`src/rtl/nmr_bstrm_pulse_meas_if.sv`:
```
// Run-length record stream of the bitstream pulse decoder.
// The master presents {data, pls_pol}; a record moves on dvalid && dready.
interface nmr_bstrm_pulse_meas_if #(
    parameter int DATA_WIDTH = 32
) ();
    logic [DATA_WIDTH-1:0] data;
    logic                  pls_pol;
    logic                  dvalid;
    logic                  dready;

    modport master (output data, output pls_pol, output dvalid, input dready);
    modport slave  (input data, input pls_pol, input dvalid, output dready);
endinterface

```
`src/rtl/nmr_bstrm_pulse_meas.sv`:
```
// Bitstream pulse-length decoder: measures each run of constant level on i_in in
// clock cycles and emits one {length, polarity} record per run on a valid/ready stream.
module nmr_bstrm_pulse_meas #(
    parameter int DATA_WIDTH  = 32,
    parameter int CNT_WIDTH   = 16,
    parameter int SYNC_STAGES = 2
) (
    input  logic                 i_clk,
    input  logic                 i_rst_n,
    input  logic                 i_start,
    input  logic                 i_stop,
    input  logic [CNT_WIDTH-1:0] i_num_pls,
    input  logic                 i_in,
    nmr_bstrm_pulse_meas_if.master m_rec,
    output logic                 o_busy,
    output logic                 o_done,
    output logic                 o_ovf,
    output logic                 o_sat
);

    typedef enum logic [1:0] {
        ST_IDLE = 2'd0,
        ST_ARM  = 2'd1,
        ST_MEAS = 2'd2,
        ST_FIN  = 2'd3
    } state_t;

    state_t                  r_state;
    state_t                  w_state_nxt;
    logic [SYNC_STAGES-1:0]  r_sync;
    logic                    r_s_d;
    logic                    w_s;
    logic                    w_edge;
    logic                    w_emit;
    logic [CNT_WIDTH-1:0]    r_num_pls;
    logic [CNT_WIDTH-1:0]    r_idx;
    logic [CNT_WIDTH-1:0]    w_idx_inc;
    logic [DATA_WIDTH-1:0]   r_run_cnt;
    logic [DATA_WIDTH-1:0]   r_data;
    logic                    r_pol;
    logic                    r_dvalid;
    logic                    r_ovf;
    logic                    r_sat;

    assign w_s       = r_sync[SYNC_STAGES-1];
    assign w_edge    = (w_s != r_s_d);
    assign w_idx_inc = r_idx + CNT_WIDTH'(1);

    // NOTE: sequential state uses non-blocking (<=) so every register samples
    // pre-edge values; blocking here would create order-dependent races.
    always_ff @(posedge i_clk) begin
        if (!i_rst_n) begin
            r_state <= ST_IDLE;
        end else begin
            r_state <= w_state_nxt;
        end
    end

    // NOTE: defaults first so every path assigns every output; otherwise a latch is inferred.
    always_comb begin
        w_state_nxt = r_state;
        w_emit      = 1'b0;
        case (r_state)
            ST_IDLE: begin
                if (i_start) w_state_nxt = ST_ARM;
            end
            ST_ARM: begin
                if (i_stop)      w_state_nxt = ST_FIN;
                else if (w_edge) w_state_nxt = ST_MEAS;
            end
            ST_MEAS: begin
                if (i_stop) begin
                    w_state_nxt = ST_FIN;
                end else if (w_edge) begin
                    w_emit = 1'b1;
                    if ((r_num_pls != '0) && (w_idx_inc == r_num_pls)) w_state_nxt = ST_FIN;
                end
            end
            ST_FIN:  w_state_nxt = ST_IDLE;
            default: w_state_nxt = ST_IDLE;
        endcase
    end

    // NOTE: synchronous reset clears every register including the synchronizer,
    // so no stale level can masquerade as an edge after reset.
    always_ff @(posedge i_clk) begin
        if (!i_rst_n) begin
            r_sync    <= '0;
            r_s_d     <= 1'b0;
            r_num_pls <= '0;
            r_idx     <= '0;
            r_run_cnt <= '0;
            r_data    <= '0;
            r_pol     <= 1'b0;
            r_dvalid  <= 1'b0;
            r_ovf     <= 1'b0;
            r_sat     <= 1'b0;
        end else begin
            r_sync[0] <= i_in;
            for (int k = 1; k < SYNC_STAGES; k++) r_sync[k] <= r_sync[k-1];
            r_s_d <= w_s;

            case (r_state)
                ST_IDLE: begin
                    if (i_start) begin
                        r_num_pls <= i_num_pls;
                        r_idx     <= '0;
                        r_ovf     <= 1'b0;
                        r_sat     <= 1'b0;
                    end
                end
                ST_ARM: begin
                    if (!i_stop && w_edge) r_run_cnt <= DATA_WIDTH'(1);
                end
                ST_MEAS: begin
                    if (!i_stop) begin
                        if (w_edge) begin
                            r_run_cnt <= DATA_WIDTH'(1);
                            r_idx     <= w_idx_inc;
                        end else if (r_run_cnt == '1) begin
                            r_sat <= 1'b1;
                        end else begin
                            r_run_cnt <= r_run_cnt + DATA_WIDTH'(1);
                        end
                    end
                end
                default: ;
            endcase

            // A full, stalled output keeps its record; the newcomer is lost and flagged.
            if (w_emit) begin
                if (!r_dvalid || m_rec.dready) begin
                    r_data   <= r_run_cnt;
                    r_pol    <= r_s_d;
                    r_dvalid <= 1'b1;
                end else begin
                    r_ovf <= 1'b1;
                end
            end else if (r_dvalid && m_rec.dready) begin
                r_dvalid <= 1'b0;
            end
        end
    end

    assign m_rec.data    = r_data;
    assign m_rec.pls_pol = r_pol;
    assign m_rec.dvalid  = r_dvalid;
    assign o_busy        = (r_state != ST_IDLE);
    assign o_done        = (r_state == ST_FIN);
    assign o_ovf         = r_ovf;
    assign o_sat         = r_sat;

endmodule

```
`src/flat_wrapper.sv`:
```
// flat-port wrapper written by rule: the top's interface ports become plain ports
module nmr_bstrm_pulse_meas_flat 
#(
    parameter int DATA_WIDTH  = 32,
    parameter int CNT_WIDTH   = 16,
    parameter int SYNC_STAGES = 2
)
  (i_clk, i_rst_n, i_start, i_stop, i_num_pls, i_in, o_busy, o_done, o_ovf, o_sat, m_rec_data, m_rec_pls_pol, m_rec_dvalid, m_rec_dready);
  nmr_bstrm_pulse_meas_if #(.DATA_WIDTH(DATA_WIDTH)) m_rec_i ();
  input  logic i_clk;
  input  logic i_rst_n;
  input  logic i_start;
  input  logic i_stop;
  input  logic [CNT_WIDTH-1:0] i_num_pls;
  input  logic i_in;
  output logic o_busy;
  output logic o_done;
  output logic o_ovf;
  output logic o_sat;
  output wire logic [$bits(m_rec_i.data)-1:0] m_rec_data;
  output wire logic [$bits(m_rec_i.pls_pol)-1:0] m_rec_pls_pol;
  output wire logic [$bits(m_rec_i.dvalid)-1:0] m_rec_dvalid;
  input wire logic [$bits(m_rec_i.dready)-1:0] m_rec_dready;
  assign m_rec_data = m_rec_i.data;
  assign m_rec_pls_pol = m_rec_i.pls_pol;
  assign m_rec_dvalid = m_rec_i.dvalid;
  assign m_rec_i.dready = m_rec_dready;
  nmr_bstrm_pulse_meas #(.DATA_WIDTH(DATA_WIDTH), .CNT_WIDTH(CNT_WIDTH), .SYNC_STAGES(SYNC_STAGES)) u_core (.i_clk(i_clk), .i_rst_n(i_rst_n), .i_start(i_start), .i_stop(i_stop), .i_num_pls(i_num_pls), .i_in(i_in), .m_rec(m_rec_i), .o_busy(o_busy), .o_done(o_done), .o_ovf(o_ovf), .o_sat(o_sat));
endmodule
```
`config.mk`:
```
export PLATFORM = sky130hd
export DESIGN_NAME = nmr_bstrm_pulse_meas_flat
export DESIGN_NICKNAME = d
export VERILOG_FILES = /design/src/rtl/nmr_bstrm_pulse_meas_if.sv /design/src/rtl/nmr_bstrm_pulse_meas.sv /design/src/flat_wrapper.sv
export SDC_FILE = /design/constraint.sdc
export NUM_CORES = 1
export LEC_CHECK = 0
export ABC_AREA = 1
export BUFFER_PORTS_ARGS = -buffer_cell sky130_fd_sc_hd__buf_2
export CAP_MARGIN = 10
export CORE_UTILIZATION = 33
export CTS_BUF_LIST = sky130_fd_sc_hd__clkbuf_16
export DETAILED_ROUTE_END_ITERATION = 16
export PLACE_DENSITY_LB_ADDON = 0.12
export RECOVER_POWER = 100
export SYNTH_ARGS = -nofsm -noshare
export SYNTH_HDL_FRONTEND = slang
export SYNTH_SLANG_ARGS = --single-unit
export TNS_END_PERCENT = 50
```
`constraint.sdc`:
```
create_clock -name i_clk -period 5.7 [get_ports i_clk]
set_clock_uncertainty 0.05 [all_clocks]
set_input_delay 0.57 -clock i_clk [delete_from_list [all_inputs] [get_ports i_clk]]
set_output_delay 0.57 -clock i_clk [all_outputs]
set_load 0.02 [all_outputs]
```
; ---- After elaboration in Yosys (flattened, before gate mapping)
; Cells that the tools add are included.
[classes]
add_sub_neg = 2
n_eq_ne = 17
n_mux = 31
reduce_logical = 19
[ops]
columns = cell, n
row1 = two-way mux 32 bit, 4
row2 = case mux 32 bit (2 select lines), 1
row3 = two-way mux 16 bit, 3
row4 = adder 32 x 1 -> 32 bit (second input constant), 1
row5 = equality test 32 bit (second input constant), 1
row6 = case mux 16 bit (2 select lines), 1
row7 = adder 16 x 1 -> 16 bit (second input constant), 1
row8 = equality test 16 bit, 1
row9 = nonzero test 16 bit, 1
row10 = two-way mux 1 bit, 14
row11 = two-way mux 2 bit, 6
row12 = != test 3 x 2 -> 1 bit (second input constant), 4
row13 = AND reduction 4 bit, 3
row14 = != test 2 bit (second input constant), 4
row15 = case mux 2 bit (4 select lines), 1
row16 = nonzero test 2 bit, 4
row17 = != test 2 x 1 -> 1 bit (second input constant), 3
row18 = AND reduction 2 bit, 3
row19 = AND reduction 5 bit, 1
row20 = equality test 2 bit (second input constant), 2
row21 = logical AND 1 bit, 3
row22 = equality test 2 x 1 -> 1 bit (second input constant), 1
row23 = logical NOT 1 bit, 2
row24 = logical NOT 2 bit, 1
row25 = 3 further kinds, 3
[word_totals]
ff_bits = 105
input_bits = 22

; ---- Depth between registers and ports, before layout
; Gate-level depths: netlist of the first run.
[depth]
word_depth = 7
depth_mapped = 17
ltp_nobuf = 17

; ---- Worst setup path after synthesis of the first run
; No wires, ideal clock.
[synth_timing]
path_kind = reg-to-reg
start = register u_core.r_state[0]
end = register u_core.r_data[11] (netlist: u_core.m_rec.data[11])
arrival_time_ps = 1722
required_ps = 5579
slack_ps = 3857
path_stages_with_launch = 12
path_buffers = 2
synth_period_minus_slack_ps = 1843
path_cell_list = dfxtp_1 > inv_1 > ha_1 > inv_1 > nor2_1 > inv_1 > nor2_1 > nand2_1 > buf_2 > buf_2 > nand2_1 > a21oi_1
[synth_via]
elab_chain_len = 3
[synth_lines]
columns = element, line
row1 = from (decl), nmr_bstrm_pulse_meas.sv:28  ; state_t r_state;
row2 = from (signal assigned), nmr_bstrm_pulse_meas.sv:55  ; r_state <= w_state_nxt;
row3 = equality test 2 bit, nmr_bstrm_pulse_meas.sv:63  ; case (r_state)
row4 = two-way mux 1 bit, nmr_bstrm_pulse_meas.sv:63
row5 = AND reduction 2 bit (no line), --
row6 = to (signal assigned), nmr_bstrm_pulse_meas.sv:133  ; r_data <= r_run_cnt;
row7 = to (decl), nmr_bstrm_pulse_meas.sv:39  ; logic [DATA_WIDTH-1:0] r_data;
; No other way between the ends.
; A chain may end at the register's enable or synchronous reset.

; ---- Worst setup path after layout of the first run
[layout_timing]
start = register u_core.r_run_cnt[1]
end = register u_core.r_run_cnt[24]
[layout_via]
elab_chain_len = 5
[layout_lines]
columns = element, line
row1 = from (decl), nmr_bstrm_pulse_meas.sv:38  ; logic [DATA_WIDTH-1:0] r_run_cnt;
row2 = from (signal assigned), nmr_bstrm_pulse_meas.sv:123  ; r_run_cnt <= r_run_cnt + DATA_WIDTH'(1);
row3 = adder 32 x 1 -> 32 bit, nmr_bstrm_pulse_meas.sv:123
row4 = two-way mux 32 bit, nmr_bstrm_pulse_meas.sv:120  ; end else if (r_run_cnt == '1) begin
row5 = two-way mux 32 bit, nmr_bstrm_pulse_meas.sv:117  ; if (w_edge) begin
row6 = two-way mux 32 bit, nmr_bstrm_pulse_meas.sv:116  ; if (!i_stop) begin
row7 = case mux 32 bit (2 select lines), nmr_bstrm_pulse_meas.sv:103  ; case (r_state)
; Parallel ways exist; a longest one is shown, timed or not. The select of a mux whose other input is x is not followed.

==> results.toml, run 1 <==
[setup_path]
r2r_slack_ns = 1.47
worstPathRequired_ns = 5.80
slowest_stage = "clkinvlp_2"
end_kind = "flop"
startpoint_type = "flop"
max_stage_delay_ns = 1.09
crit_chain = "ha_1 -> nand2_1 -> nor2_1 -> nand2_1 -> nor2_1 -> nand4_1 -> nand3_1 -> clkinvlp_2 -> a31oi_1 -> nor3_2"
cp_max_fo = 29
reg2reg_from = "u_core.r_run_cnt[1]"
crit_arrival_ns = 4.33
r2r_cells = 10
r2r-end = "u_core.r_run_cnt[24]"
crit_type = "flop to flop"

[layout]
layout.cells.non_filler = 1057
drive_above_1_share_pct = 8.44
area_growth_pct = 12.0
nets = 864
antenna_cells = 0
fill_cells = 1748

[placed_design]
io_buffers = 59
dp_cells = 1041
place_congestion = 0.849
dp_hpwl_um = 10600

[yosys]
ys_seq_elements = 105
yosysUniqueCellTypes = 42
syn_avg_cell_area_um2 = 6.82
syn_nets = 818
yosysSeqAreaShare_pct = 39.0
ys_warn_count = 0
synth_cells = 790
syn_area_mm2 = 0.00539

[detailed_routing]
post-route-drc-count = 0
dr.pass1.iters = 5
viasPerCell = 5.00
wl_um = 14800
drt_iter0_markers = 361
vias = 5287
wire_per_inst_um = 14.0
ant_nets = 0

[clock_tree]
cts_setup_buffers = 0
clkSlewWorstSetupHoldPaths_ns = 0.07
cts_resized = 0
clock_sinks = 105
clock_latency_ns = 0.36
cts-root-buf = "clkbuf_16"
cts_tree = "done"
cts_buffer_depth = 2
htree_levels = 3
cts_hold_buf = 0
cts_buffers = 9

[sta]
fin_setup_tns_ns = 0
slew_headroom_pct = -66.6
setup_viol = 0
rsz0062_at_grt = "false"
final.period_utilization_pct = 74.2
worst_pin_slew_ns = 2.50
drv_slew = 103
hold_viol = 0
timing.final.crit_period_ns = 4.23
max_clock_freq_mhz = 236

[floorplan]
ios = 60
dieWidth_um = 130
core_area_mm2 = 0.0159
core.rowCount = 46
dieArea_mm2 = 0.0168
die_y_um = 130
start_util_pct = 33.9

[power]
p_leak_nw = 2.18
p_per_area_mw_per_mm2 = 320
ir_worst_vdd_v = 0.000167

[min_path]
hold_path.class = "input port to flop"
worstHoldStart = "i_in"
min_to = "u_core.r_sync[0]"
hold_depth = 3

[global_routing]
track_usage_pct = 18.5
grt-ovfl-total = 0
grt_max_degree = 52
grt_pass1_vias = 4951
grt_pass1_wl_um = 24200
antenna_found_initial = 0

[run_status]
violations = "capacitance limit, slew limit"
outcome = "finished, violations left"

[job]
max-cap-violations = 2
==> cells in the final DEF (no fill, tap or decap), drive strengths merged, types with 2 or more instances in the layout <==
master / netlist / layout
ha: 6 / 6
a31oi: 3 / 3
buf: 14 / 21
inv: 82 / 83
o21ai: 54 / 54
nand3: 59 / 59
a22oi: 3 / 3
nand2: 209 / 209
nand4: 21 / 21
or2: 6 / 6
and2: 2 / 2
nor3: 26 / 26
clkbuf: 13 / 50
a21oi: 100 / 100
a211oi: 2 / 2
nand3b: 2 / 2
dfxtp: 105 / 105
clkinv: 1 / 5
nor2: 69 / 69
xor2: 2 / 2
nor4: 4 / 4
==> synthesized netlist by cell type, drive strengths merged <==
| cell | count | area share (%) |
|---|---|---|
| a211oi | 2 | 0.28 |
| a21o | 1 | 0.14 |
| a21oi | 100 | 9.4 |
| a22oi | 3 | 0.42 |
| a2bb2oi | 1 | 0.16 |
| a31oi | 3 | 0.35 |
| a32oi | 1 | 0.16 |
| and2 | 2 | 0.23 |
| and3 | 1 | 0.12 |
| buf | 14 | 1.8 |
| clkbuf | 13 | 0.91 |
| clkinv | 1 | 0.070 |
| dfxtp | 105 | 39 |
| ha | 6 | 1.4 |
| inv | 82 | 5.8 |
| nand2 | 209 | 15 |
| nand3 | 59 | 5.9 |
| nand3b | 2 | 0.28 |
| nand4 | 21 | 2.4 |
| nor2 | 69 | 5.7 |
| nor3 | 26 | 3.4 |
| nor4 | 4 | 0.46 |
| o21a | 1 | 0.14 |
| o21ai | 54 | 5.0 |
| or2 | 6 | 0.70 |
| xnor2 | 1 | 0.16 |
| xnor3 | 1 | 0.42 |
| xor2 | 2 | 0.33 |
==> where the power goes <==
part           switching, mW  internal (mW)
logic                  0.346          0.130
clock network          0.297          0.345
registers             0.0333          0.782
total                  0.676           1.26
==> worst max-delay path by stage <==
stage,slack (ns),endpoint,startpoint
floorplan,3.86,u_core.m_rec.data[11],u_core.r_state[0]
detailed placement,2.51,u_core.m_rec.data[4],u_core.r_state[0]
global placement,2.64,u_core.m_rec.data[2],u_core.r_state[0]
finish,1.47,u_core.r_run_cnt[24],u_core.r_run_cnt[1]
CTS,2.50,u_core.m_rec.data[26],u_core.r_state[0]
global route,1.15,u_core.r_run_cnt[24],u_core.r_run_cnt[1]
==> metal layers <==
| metal | up-vias | track usage [%] | share of wire (%) |
|---|---|---|---|
| met1 | 2476 | 22.7 | 46 |
| li1 | 2709 | - | - |
| met3 | 21 | 4.18 | 3.4 |
| met4 | 0 | 5.34 | 1.7 |
| met5 | - | 0 | 0 |
| met2 | 81 | 32.4 | 49 |
==> state kept, by name (all words and copies together), names as in the netlist <==
| register | flops |
|---|---|
| u_core.o_sat | 1 |
| u_core.r_run_cnt | 32 |
| u_core.m_rec.pls_pol | 1 |
| u_core.r_num_pls | 16 |
| u_core.o_ovf | 1 |
| u_core.r_idx | 16 |
| u_core.r_state | 2 |
| u_core.r_sync | 2 |
| u_core.m_rec.dvalid | 1 |
| u_core.r_s_d | 1 |
| u_core.m_rec.data | 32 |
==> worst max-delay path, delay by kind of cell, from the launching register on <==
kind | cells | cell delay, ns
and+or+nand+nor | 7 | 1.81
adders and majority gates | 1 | 0.20
DFF | 1 | 0.43
buffers and inverters | 1 | 1.09
AOI/OAI and AO/OA | 1 | 0.42
==> per-stage QoR <==
step / hold WS [ns] / cell area (um^2) / power [mW] / utilization (%) / worst slack [ns]
floorplan: 0.340 / 5390 / 1.22 / - / 3.86
global placement: 0.344 / 5830 / 1.31 / 36.7 / 2.64
detailed placement: 0.354 / 5830 / 1.32 / 36.7 / 2.51
CTS: 0.325 / 6130 / 1.97 / 38.6 / 2.50
global route: 0.342 / 6030 / 2.06 / 38.0 / 1.15
finish: 0.340 / 6030 / 1.93 / 38.0 / 1.47
==> area by class of cell <==
class	count	area [um^2]	share of cell area, %
Multi-Input combinational cell	575	2790	46.2
Clock inverter	7	76.3	1.26
Sequential cell	105	2100	34.8
Timing Repair Buffer	62	259	4.29
Clock buffer	9	225	3.73
Inverter	83	313	5.18
Tap cell	216	270	4.48
==> cell families (layout without fill, tap and decap cells) <==
group | after synthesis | in the layout | share of synthesized area, %
AOI/OAI and AO/OA | 166 | 166 | 16.0
xor gates and xnor gates | 4 | 4 | 0.906
adders and majority gates | 6 | 6 | 1.39
buffers and inverters | 110 | 161 | 8.55
DFF | 105 | 105 | 39.0
and+or+nand+nor | 399 | 399 | 34.1
(Power assumes the default switching activity.)
==> run 2: changes to the inputs <==
--- a/config.mk
+++ b/config.mk
@@ -5,7 +5,7 @@
 export SDC_FILE = /design/constraint.sdc
 export NUM_CORES = 1
 export LEC_CHECK = 0
-export ABC_AREA = 1
+export ABC_AREA = 0
 export BUFFER_PORTS_ARGS = -buffer_cell sky130_fd_sc_hd__buf_2
 export CAP_MARGIN = 10
 export CORE_UTILIZATION = 33
==> constraint.sdc (replaced) <==
create_clock -name i_clk -period 4.4 [get_ports i_clk]
set_clock_uncertainty 0.05 [all_clocks]
set_input_delay 0.44 -clock i_clk [delete_from_list [all_inputs] [get_ports i_clk]]
set_output_delay 0.44 -clock i_clk [all_outputs]
set_load 0.02 [all_outputs]
==> run 2 against run 1 <==
  * The run still ends with capacitance limit, slew limit left
  * Global-route usage up 0.057 points
  * Via count decreased by 9.1%
  * Worst setup slack lost 0.33 ns
  * Sequential share of layout area is 1.9 points higher
  * Utilization shrank 0.17 points
  * Combinational power is 4.4% higher
  * Critical path type unchanged
==> results.toml, run 2 <==
[floorplan]
core_area_mm2 = 0.0151
die_y_um = 126
ios = 60
dieArea_mm2 = 0.0160
dieWidth_um = 126
core.rowCount = 45
start_util_pct = 33.7

[sta]
slew_headroom_pct = -39.1
final.period_utilization_pct = 74.1
hold_viol = 0
setup_viol = 0
worst_pin_slew_ns = 2.07
rsz0062_at_grt = "false"
max_clock_freq_mhz = 307
fin_setup_tns_ns = 0
timing.final.crit_period_ns = 3.26
drv_slew = 16

[power]
p_leak_nw = 1.85
ir_worst_vdd_v = 0.000223
p_switching_uw = 740
cell_internal_pwr_mw = 1.58
p_per_area_mw_per_mm2 = 406
switching_share_pct = 31.8
power_frac_seq_pct = 44.4
clkPwrFrac_pct = 34.2
p_comb_share_pct = 21.4

[clock_tree]
cts_buffers = 9
clock_latency_ns = 0.35
cts_buffer_depth = 2
cts-root-buf = "clkbuf_16"
cts_setup_buffers = 0
htree_levels = 3
cts_tree = "done"
cts_resized = 0
clkSlewWorstSetupHoldPaths_ns = 0.07
cts_hold_buf = 0
clock_sinks = 105

[global_routing]
grt_max_degree = 54
antenna_found_initial = 0
grt.met3_usage_pct = 3.84
grt_pass1_vias = 4630
track_usage_pct = 18.6
gr-usage-met2_pct = 30.0
met1_usage_pct = 24.7
grt-ovfl-total = 0
grt_busiest_layer = "met2"
grt_pass1_wl_um = 23700

[setup_path]
cp_max_fo = 15
reg2reg_from = "u_core.r_state[0]"
r2r-end = "u_core.r_idx[3]"
end_kind = "flop"
crit_type = "flop to flop"
r2r_slack_ns = 1.14
startpoint_type = "flop"
crit_arrival_ns = 3.49
worstPathRequired_ns = 4.63
r2r_cells = 7

[detailed_routing]
drt_iter0_markers = 291
dr.pass1.iters = 5
post-route-drc-count = 0
wire_per_inst_um = 15.9
wl_um = 14200
ant_nets = 0
viasPerCell = 5.38
vias = 4807

[min_path]
min_to = "u_core.r_sync[0]"
worstHoldStart = "i_in"
hold_depth = 2
hold_path.class = "input port to flop"

[layout]
nets = 729
final_common_cell = "nand2_1"
layout.cells.non_filler = 894
drive_above_1_share_pct = 6.80
area_growth_pct = 12.1
layout.cells.most_common_list = "nand2_1, dfxtp_1, a21oi_1, nor2_1, clkbuf_1"
final_util_pct = 37.8
antenna_cells = 0

[yosys]
synthTopCellsByArea = "dfxtp_1, nand2_1, a21oi_1"
synthArstFlopShare_pct = 0
synth_edf_count = 0
syn_area_mm2 = 0.00511
synth.top_cell.area_share_pct = 41.1
syn_avg_cell_area_um2 = 7.70
synth_cells = 664
ys_seq_elements = 105
yosysSeqAreaShare_pct = 41.1
ys_warn_count = 0
yosysUniqueCellTypes = 62
netlist_top_cells_count = "nand2_1, dfxtp_1, a21oi_1"
syn_nets = 692
synth_most_common_cell = "nand2_1"
yosysTopAreaCell = "dfxtp_1"
synth_ff_type = "dfxtp_1"

[placed_design]
place_congestion = 0.861
io_buffers = 59
dp_hpwl_um = 10000
dp_cells = 877

[run_status]
violations = "capacitance limit, slew limit"
outcome = "finished, violations left"

[job]
max-cap-violations = 1
run 2: how the worst max path moves through the flow:
| stage | start | end | slack [ns] | depth (start not counted) |
|---|---|---|---|---|
| finish | u_core.r_state[0] | u_core.r_idx[3] | 1.14 | 7 |
| global route | u_core.r_state[0] | u_core.r_idx[3] | 0.91 | 7 |
| CTS | u_core.r_state[0] | u_core.r_idx[15] | 1.72 | 9 |
| detailed placement | u_core.r_idx[0] | u_core.r_state[1] | 1.75 | 7 |
| global placement | u_core.r_state[0] | u_core.r_idx[15] | 1.82 | 9 |
| floorplan | u_core.r_state[0] | u_core.r_state[1] | 2.19 | 9 |
run 2: cell families (layout without fill, tap and decap cells):
| kind of cell | Yosys count | after routing | synth area share [%] |
|---|---|---|---|
| buffers and inverters | 48 | 90 | 3.99 |
| adders and majority gates | 6 | 6 | 1.47 |
| and+or+nand+nor | 305 | 305 | 29.1 |
| xor gates and xnor gates | 27 | 27 | 4.99 |
| DFF | 105 | 105 | 41.1 |
| AOI/OAI and AO/OA | 173 | 173 | 19.3 |
run 2: worst max-delay path: stages (launching register included):
cell and delay [ns]:
dfxtp_1 0.37, inv_1 0.12, ha_1 0.30, nand2b_1 0.19, nor3_1 1.63, a21o_1 0.28, a22oi_1 0.08, nor2_1 0.15
run 2: cell type report:
cell class / instances / area, um^2
inverters: 11 / 41.3
flip-flops and latches: 105 / 2100
clock inverters: 7 / 62.6
fillers: 1631 / 9420
clock buffers: 9 / 225
multi-input cells: 511 / 2790
repair buffers: 63 / 274
well taps: 188 / 235
run 2: per-stage QoR:
step	setup WS [ns]	total power, mW	hold WS, ns	area (um^2)
after global placement	1.82	1.54	0.373	5510
after detailed placement	1.75	1.54	0.388	5510
final	1.14	2.32	0.248	5730
after global routing	0.907	2.45	0.237	5730
after CTS	1.72	2.35	0.243	5790
after floorplan	2.19	1.40	0.362	5110
run 2: routing by layer:
layer,vias to the layer above,wire length (um)
li1,2405,-
met1,2285,7030
met2,102,6310
met3,15,596
met4,0,233
met5,-,0
run 2: power by group through the flow:
stage | registers [mW] | clock network [mW] | logic, mW
CTS | 1.03 | 0.823 | 0.494
global route | 1.04 | 0.858 | 0.554
finish | 1.03 | 0.796 | 0.497
detailed placement | 1.05 | 0 | 0.489
floorplan | 1.04 | 0 | 0.364
global placement | 1.05 | 0 | 0.485
==> run 3: changes to the inputs <==
--- a/config.mk
+++ b/config.mk
@@ -5,7 +5,7 @@
 export SDC_FILE = /design/constraint.sdc
 export NUM_CORES = 1
 export LEC_CHECK = 0
-export ABC_AREA = 0
+export ABC_AREA = 1
 export BUFFER_PORTS_ARGS = -buffer_cell sky130_fd_sc_hd__buf_2
 export CAP_MARGIN = 10
 export CORE_UTILIZATION = 33
==> constraint.sdc (replaced) <==
create_clock -name i_clk -period 2.65 [get_ports i_clk]
set_clock_uncertainty 0.05 [all_clocks]
set_input_delay 0.265 -clock i_clk [delete_from_list [all_inputs] [get_ports i_clk]]
set_output_delay 0.265 -clock i_clk [all_outputs]
set_load 0.02 [all_outputs]
==> run 3 against run 2 <==
  * The flow now finishes without violations
  * Global-route usage grew 0.48 points
  * Wire length rose by 7.0%
  * Critical path depth increased by 3
  * Worst hold slack lost 0.20 ns
  * Largest cell class unchanged
  * Cell count rose by 19%
  * Via count increased by 11%
  * Largest power group unchanged
  * Combinational power grew 120%
==> results.toml, run 3 (synthesized netlist as in run 1, its figures left out) <==
[run_status]
outcome = "finished, final reports clean"

[detailed_routing]
dr_wl_met2_um = 7420
wl_met1_um = 6750
drt_iter0_markers = 411
wl_um = 15200
dr.pass1.iters = 5
ant_nets = 0
wire_per_inst_um = 14.2
post-route-drc-count = 0
dr.max_layer_used = "met4"
wl_met3_um = 618
vias = 5344
viasPerCell = 5.01

[sta]
setup_ws_ns = 0.268
setup_viol = 0
fin_setup_tns_ns = 0
max_clock_freq_mhz = 420
worst_pin_slew_ns = 0.687
final.period_utilization_pct = 89.9
rsz0062_at_grt = "false"
hold_viol = 0
drv_slew = 0
timing.final.crit_period_ns = 2.38
slew_headroom_pct = 54.1

[setup_path]
end_kind = "flop"
r2r-end = "u_core.r_run_cnt[4]"
crit_type = "flop to flop"
r2r_slack_ns = 0.27
crit_arrival_ns = 2.62
worstPathRequired_ns = 2.88
cp_max_fo = 10
reg2reg_from = "u_core.r_run_cnt[1]"
r2r_cells = 10
startpoint_type = "flop"

[power]
power_frac_seq_pct = 40.8
cell_internal_pwr_mw = 2.82
p_comb_share_pct = 25.2
clkPwrFrac_pct = 34.0
p_leak_nw = 2.23
switching_share_pct = 34.3
p_switching_mw = 1.47
ir_worst_vdd_v = 0.000339
p_per_area_mw_per_mm2 = 700

[floorplan]
ios = 60
core_area_mm2 = 0.0159
die_y_um = 130
core.rowCount = 46
start_util_pct = 33.9
dieWidth_um = 130
dieArea_mm2 = 0.0168

[clock_tree]
cts_buffer_depth = 2
cts_hold_buf = 0
cts_tree = "done"
cts_resized = 0
cts_buffers = 9
cts_setup_buffers = 0
clock_sinks = 105
clock_latency_ns = 0.36
htree_levels = 3
clkSlewWorstSetupHoldPaths_ns = 0.07
cts-root-buf = "clkbuf_16"

[layout]
nets = 874
antenna_cells = 0
layout.cells.most_common_list = "nand2_1, dfxtp_1, a21oi_1, inv_1, nor2_1"
drive_above_1_share_pct = 9.99
final_common_cell = "nand2_1"
area_growth_pct = 14.0

[min_path]
hold_path.class = "input port to flop"
min_to = "u_core.r_sync[0]"
hold_depth = 3
worstHoldStart = "i_in"

[global_routing]
grt_pass1_wl_um = 25000
grt_pass1_vias = 5052
grt_max_degree = 50
antenna_found_initial = 0
track_usage_pct = 19.1
grt-ovfl-total = 0

[placed_design]
dp_slack_ns = 0.114
place_congestion = 0.906
dp_hpwl_um = 11200
io_buffers = 59

[job]
max-cap-violations = 0
-- run 3: cell types whose count changed in the layout (fill, tap and decap cells not counted), sizes merged, moves of 8 or more --
cell and delta:
nand3 +33, nand2 +75, xnor2 -18, nand3b -8, o21ai +15, and2 -9
inv +72, nor2 +13, nor3 +11, a31oi -8, a21oi +8, or3 -8
-- run 3: stage by stage --
| step | std cells | power, mW | cell area [um^2] | util, % | hold slack, ns |
|---|---|---|---|---|---|
| finish | 1067 | 4.30 | 6140 | 38.7 | 0.0451 |
| global route | 1067 | 4.56 | 6140 | 38.7 | 0.0540 |
| CTS | 1067 | 4.36 | 6220 | 39.2 | 0.0369 |
| detailed placement | 1051 | 2.89 | 5900 | 37.2 | 0.352 |
| global placement | 1051 | 2.87 | 5900 | 37.2 | 0.352 |
| floorplan | 790 | 2.63 | 5390 | - | 0.313 |
-- run 3: worst max path at each step --
stage                        startpoint  slack [ns]  cells past startpoint               endpoint
floorplan             u_core.r_state[0]        0.81                     11  u_core.m_rec.data[11]
global placement      u_core.r_state[0]        0.15                     10        u_core.r_idx[5]
detailed placement    u_core.r_state[0]        0.11                     10        u_core.r_idx[5]
CTS                   u_core.r_state[0]        0.08                     10        u_core.r_idx[5]
global route        u_core.r_run_cnt[1]        0.06                     10    u_core.r_run_cnt[4]
finish              u_core.r_run_cnt[1]        0.27                     10    u_core.r_run_cnt[4]
-- run 3: layout make-up --
| type | count | area [um^2] |
|---|---|---|
| Clock buffer | 9 | 225 |
| Clock inverter | 7 | 92.6 |
| Fill cell | 1759 | 9750 |
| Inverter | 83 | 314 |
| Multi-Input combinational cell | 575 | 2800 |
| Sequential cell | 105 | 2100 |
| Tap cell | 216 | 270 |
| Timing Repair Buffer | 72 | 335 |
-- run 3: power groups by stage --
stage	Clock, mW	Sequential (mW)	Combinational, mW
after floorplan	0	1.79	0.842
after global placement	0	1.79	1.08
after detailed placement	0	1.79	1.10
after CTS	1.50	1.75	1.11
after global routing	1.58	1.77	1.22
final	1.46	1.75	1.08
-- run 3: worst max-delay path: stages (launching register included) --
cell	delay (ns)
dfxtp_1	0.41
ha_1	0.20
nand2_1	0.09
nor2_2	0.17
nand2_1	0.11
nor2_1	0.19
nand4_1	0.13
nand3_2	0.18
clkbuf_1	0.41
o21ai_0	0.21
a21oi_1	0.16
-- run 3: routing by layer --
layer	GRT usage, %	vias up
met1	22.8	2466
met3	4.18	27
li1	-	2721
met4	6.84	0
met2	33.4	130
met5	0	-
